--- src/rtl/affine_pipe.sv ---
// Pipelined y = a*scale + offset with optional running accumulation; AFFINE_PIPE_SAT_EN selects saturation (adds out_sat).
// Latency 2 cycles at 1 sample/cycle; the whole pipe stalls while out_valid && !out_ready.
module affine_pipe #(
    parameter int WIDTH     = 4,
    parameter int OUT_WIDTH = 6,
    parameter int SCALE     = 4,
    parameter int OFFSET    = 3
) (
    input  logic                 clk,
    input  logic                 reset,
    input  logic                 in_valid,
    output logic                 in_ready,
    input  logic [WIDTH-1:0]     in_data,
    input  logic                 in_mode,
    input  logic                 cfg_we,
    input  logic [WIDTH-1:0]     cfg_scale,
    input  logic [OUT_WIDTH-1:0] cfg_offset,
    input  logic                 acc_clear,
    output logic                 out_valid,
    input  logic                 out_ready,
    output logic [OUT_WIDTH-1:0] out_data
`ifdef AFFINE_PIPE_SAT_EN
    ,
    output logic                 out_sat
`endif
);

    localparam int PW = 2 * WIDTH;
    localparam int TW = (PW + 1 > OUT_WIDTH + 1) ? PW + 1 : OUT_WIDTH + 1;

    logic [WIDTH-1:0]     scale_r;
    logic [OUT_WIDTH-1:0] offset_r;
    logic [OUT_WIDTH-1:0] acc;
    logic                 s1_valid;
    logic                 s1_mode;
    logic [PW-1:0]        s1_prod;
    logic [OUT_WIDTH-1:0] s1_off;
    logic                 advance;
    logic                 acc_xfer;
    logic [OUT_WIDTH-1:0] acc_base;
    logic [OUT_WIDTH-1:0] affine_res;
    logic [OUT_WIDTH-1:0] accum_res;

    assign advance  = !out_valid || out_ready;
    assign in_ready = advance && !reset;
    assign acc_xfer = advance && s1_valid && s1_mode;
    // A clear coinciding with an accumulate transfer zeroes the base before the add.
    assign acc_base = acc_clear ? '0 : acc;

`ifdef AFFINE_PIPE_SAT_EN
    localparam logic [OUT_WIDTH-1:0] MAXV = '1;

    logic [TW-1:0] term;
    logic [TW:0]   sum;
    logic          aff_clamp;
    logic          acc_clamp;

    always_comb begin
        term       = TW'(s1_prod) + TW'(s1_off);
        sum        = (TW + 1)'(acc_base) + (TW + 1)'(term);
        aff_clamp  = term > TW'(MAXV);
        acc_clamp  = sum > (TW + 1)'(MAXV);
        affine_res = aff_clamp ? MAXV : term[OUT_WIDTH-1:0];
        accum_res  = acc_clamp ? MAXV : sum[OUT_WIDTH-1:0];
    end
`else
    logic [OUT_WIDTH-1:0] term;

    always_comb begin
        term       = OUT_WIDTH'(s1_prod) + s1_off;
        affine_res = term;
        accum_res  = acc_base + term;
    end
`endif

    always_ff @(posedge clk) begin
        if (reset) begin
            scale_r   <= WIDTH'(SCALE);
            offset_r  <= OUT_WIDTH'(OFFSET);
            acc       <= '0;
            s1_valid  <= 1'b0;
            s1_mode   <= 1'b0;
            s1_prod   <= '0;
            s1_off    <= '0;
            out_valid <= 1'b0;
            out_data  <= '0;
`ifdef AFFINE_PIPE_SAT_EN
            out_sat   <= 1'b0;
`endif
        end else begin
            if (cfg_we) begin
                scale_r  <= cfg_scale;
                offset_r <= cfg_offset;
            end
            if (advance) begin
                s1_valid  <= in_valid;
                out_valid <= s1_valid;
                if (in_valid) begin
                    s1_prod <= PW'(in_data) * PW'(scale_r);
                    s1_off  <= offset_r;
                    s1_mode <= in_mode;
                end
                if (s1_valid) begin
                    out_data <= s1_mode ? accum_res : affine_res;
`ifdef AFFINE_PIPE_SAT_EN
                    out_sat  <= s1_mode ? acc_clamp : aff_clamp;
`endif
                end
            end
            if (acc_xfer) begin
                acc <= accum_res;
            end else if (acc_clear) begin
                acc <= '0;
            end
        end
    end

endmodule

--- config.mk ---
export PLATFORM = sky130hd
export DESIGN_NAME = affine_pipe
export DESIGN_NICKNAME = d
export VERILOG_FILES = /design/src/rtl/affine_pipe.sv
export SDC_FILE = /design/constraint.sdc
export NUM_CORES = 1
export LEC_CHECK = 0
export ABC_AREA = 1
export ABC_CLOCK_PERIOD_IN_PS = 2800
export CORE_ASPECT_RATIO = 0.6
export CORE_UTILIZATION = 49
export DETAILED_ROUTE_END_ITERATION = 16
export MAX_ROUTING_LAYER = met4
export PLACE_DENSITY = 0.75
export SYNTH_ARGS = -nofsm -noshare
export SYNTH_HDL_FRONTEND = slang
export SYNTH_SLANG_ARGS = --single-unit
--- constraint.sdc ---
create_clock -name clk -period 2.8 [get_ports clk]
set_input_delay 0.56 -clock clk [delete_from_list [all_inputs] [get_ports clk]]
set_output_delay 0.56 -clock clk [all_outputs]
set_load 0.03 [all_outputs]
Yosys cells after proc, flatten, opt, wreduce, memory -nomap -nowiden
Index checks and enable logic that the tools add are counted.
- input bits: 21
- output and inout bits: 8
- logic and storage cells: 23
- flip-flop bits (word level): 37
- mux-type cells: 3
- reductions and logical operators: 8
- $add $sub $neg: 2
- multiply operators: 1
- operator list (operator ; count):
    6-bit two-way mux ; 3
    6-bit adder ; 2
    4-bit by 4-bit multiplier with 6-bit output ; 1
    2-bit AND reduction ; 2
    1-bit logical AND ; 3
    1-bit logical NOT ; 2
    1-bit logical OR ; 1

Logic depth before layout (Yosys ltp)
- depth after elaboration: 5
- gate-level depth with buffers: 13
- gate-level depth less buffers: 13

Worst setup path after synthesis
No wires, ideal clock.
- path type: in2reg
- from: in in_data[0]
- to: reg s1_prod[5]
- data required time: 2.687 ns
- path slack: 0.156 ns
- cell stages on the path: 10
- setup time: 0.113 ns
- data arrival time: 2.531 ns
- buffers on the path: 0
- path through: nand2_1 fa_1 inv_1 fa_1 ha_1 a21o_1 a21oi_1 xnor2_1 o21ai_1 inv_1
- word-level cells in the longest chain between the ends: 1
- RTL lines (item ; RTL line ; text):
    start, declared ; 13 ; input logic [WIDTH-1:0] in_data,
    4-bit by 4-bit multiplier with 6-bit output ; 99 ; s1_prod <= PW'(in_data) * PW'(scale_r);
    end signal, assigned ; 99 ;
    end, declared ; 36 ; logic [PW-1:0] s1_prod;
Every way passes these cells.
A chain may end at the register's enable or synchronous reset.

Worst setup path after layout
- from: in in_data[0]
- to: reg s1_prod[3]
Same word-level chain as after synthesis.

==> results.cfg <==
[synth]
ys.warnings.count = 0
syn-cell-area_mm2 = 0.00214
ys_seq_area_share_pct = 34.6
synth_edf_count = 0
ys_types = 29
synth_ff_type = dfxtp_1
synth_cells = 287
syn-num-nets = 331
ys_ff_latch = 37
async_flop_share_pct = 0
syn_area_per_cell_um2 = 7.46

[clock_tree]
cts_inserted_buffers = 5
clk_pin_slew_ns = 0.07
cts_max_level = 2
cts_tree = done
insertion_delay_ns = 0.30
postCtsHoldBufs = 0
cts_root_buffer = clkbuf_8
cts.sinks = 37
clock_path_buffers = 2
postCtsSetupRepairBufs = 0

[setup_path]
r2r-end = s1_prod[3]$_SDFFE_PP0P_
ff2ff_setup_slack_ns = 0.26
startpoint = in_data[0]
path_max_fanout = 2
crit_chain = dlygate4sd2_1, nand2_1, fa_1, inv_1, fa_1, buf_4, fa_2, o21ai_0, nor2_1
criticalPathCategory = in -> reg
cp_common_cell = fa_1
cp-end-kind = flop
critPathArrivalTime_ns = 2.86
r2r_start = scale_r[1]$_SDFFE_PP0P_
critPathRequiredTime_ns = 3.03
reg2reg_depth = 8
cp_slowest_cell = fa_2
cp_slowest_stage_delay_ns = 0.54
worst_setup_path_start_kind = primary input

[timing]
fin_ws_ns = 0.167
rsz0062_at_grt = no
tightest_slew_ns = 0.573
relSlewSlack_pct = 61.8
setup_viol = 0
fmax_mhz = 380
fin_skew_ns = 0.0107
layout_min_cycle_time_ns = 2.63
holdWs_ns = 0.461
final.period_utilization_pct = 94.0
tns_ns = 0
slew_violations = 0
hold_viol_final = 0

[flow_run]
drv_cap = 0

[hold_path]
hold-path-cell-count = 2
holdCritPathClass = reg -> reg
worstHoldEndpoint = offset_r[1]$_SDFFE_PP1P_
min_from = offset_r[1]$_SDFFE_PP1P_

[floorplan]
start_util_pct = 51.7
design.die.area_mm2 = 0.00465
die_w_um = 87.4
rows = 18
die_h_um = 53.2
core_area_mm2 = 0.00414
io_pins = 29

[grt]
grt_pass1_vias = 1741
antenna_found_initial = 0
grtUsageTotal_pct = 23.7
grt_max_degree = 24
gr-total-overflow = 0
grt_pass1_wl_mm = 7.98

[place]
dpl_worst_slack_ns = -0.395
place.gp.congestion = 0.832
dpl.hpwl_mm = 3.65
io_buffer_count = 28
placedInstanceArea_mm2 = 0.00254

[route]
postRouteAntennaNets = 0
wl_mm = 4.61
drt_pass1_iterations = 4
wire_per_inst_um = 11.9
viasPerCell = 4.86
route.vias.total = 1882
drt_iter0_drc = 105
drc = 0

[pwr]
peakVddDrop_uv = 333
leakage_uw = 0.00128
power_density_mw_per_mm2 = 484

[cells_and_area]
final_cell_area_mm2 = 0.00264
area_delta_synth_final_pct = 23.1
layout_common_cells = nand2_1, nor2_1, dfxtp_1, inv_1, clkdlybuf4s50_1
drive_gt1_share_pct = 12.5
antennaDiodeCount = 0
final_nets = 370
layout.cells.most_common = nand2_1

[status]
status = finished clean
[worst max path at each step]
stage | slack [ns] | endpoint | cells after the start
2_1_floorplan | 0.16 | s1_prod[5]$_SDFFE_PP0P_ | 10
3_3_place_gp | -0.36 | s1_prod[5]$_SDFFE_PP0P_ | 11
3_5_place_dp | -0.40 | s1_prod[5]$_SDFFE_PP0P_ | 11
4_1_cts | 0.02 | s1_prod[3]$_SDFFE_PP0P_ | 9
5_1_grt | 0.05 | s1_prod[5]$_SDFFE_PP0P_ | 11
6_report | 0.17 | s1_prod[3]$_SDFFE_PP0P_ | 9
[kinds of logic after synthesis]
family                   after synthesis  share of synthesized area (%)
AO/OA/AOI/OAI                         46                           11.7
AND/OR/NAND/NOR                      124                           24.4
flip-flops                            37                           34.6
buffers and inverters                 46                           8.53
adder cells (fa/ha/maj)               23                           15.5
XOR/XNOR                              11                           5.20
[critical path: cells and delay by family]
| kind | cells | cell delay (ns) |
|---|---|---|
| and+or+nand+nor | 2 | 0.21 |
| buffers and inverters | 3 | 0.44 |
| AOI/OAI and AO/OA | 1 | 0.08 |
| adders and majority gates | 3 | 1.57 |
[cell type report]
type,count,area (um^2)
Clock buffer,6,72.6
Fill cell,376,1510
Clock inverter,2,15.0
Timing Repair Buffer,39,363
Tap cell,60,75.1
Inverter,39,146
Sequential cell,37,741
Multi-Input combinational cell,204,1220
[power by group]
part	switching, uW	total, uW	internal [uW]	leakage, uW
clock	197	372	175	0.0000374
sequential	23.2	584	561	0.000305
combinational	178	321	143	0.000938
[synthesized netlist by cell type (3+ instances only)]
master / count / area, um^2
nand3_2: 3 / 30.0
o21ai_1: 4 / 20.0
a31oi_1: 3 / 18.8
xnor2_1: 5 / 43.8
nand2_2: 3 / 18.8
xor2_1: 4 / 35.0
inv_1: 30 / 113
o21ai_0: 18 / 90.1
ha_1: 17 / 213
a21oi_1: 17 / 85.1
dfxtp_1: 37 / 741
nand3_1: 12 / 60.1
nor2_1: 42 / 158
clkbuf_1: 4 / 15.0
fa_1: 6 / 120
inv_2: 7 / 26.3
nand2_1: 59 / 221
[flip-flops by register name, indices dropped and copies added, names as in the netlist]
signal	cells
s1_mode	1
s1_off	6
acc	6
scale_r	4
s1_valid	1
out_valid	1
out_data	6
s1_prod	6
offset_r	6
[timing repair]
action,4_1_cts,5_1_grt
gates resized for setup,4,1
setup endpoints to repair,3,2
pin swaps,5,4
[per-layer routing]
layer / routed length (um) / GRT usage (%) / up-vias
li1: - / - / 989
met1: 2440 / 33.9 / 832
met2: 1810 / 32.9 / 56
met3: 324 / 5.62 / 5
met4: 30 / 6.56 / 0
met5: 0 / - / -
[through the flow]
stage / cells / util, % / power, uW
floorplan: 287 / - / 802
global placement: 379 / 61.4 / 904
detailed placement: 379 / 61.4 / 913
finish: 387 / 63.6 / 1280
CTS: 387 / 63.6 / 1280
global route: 387 / 63.6 / 1350
(Power assumes the default switching activity.)
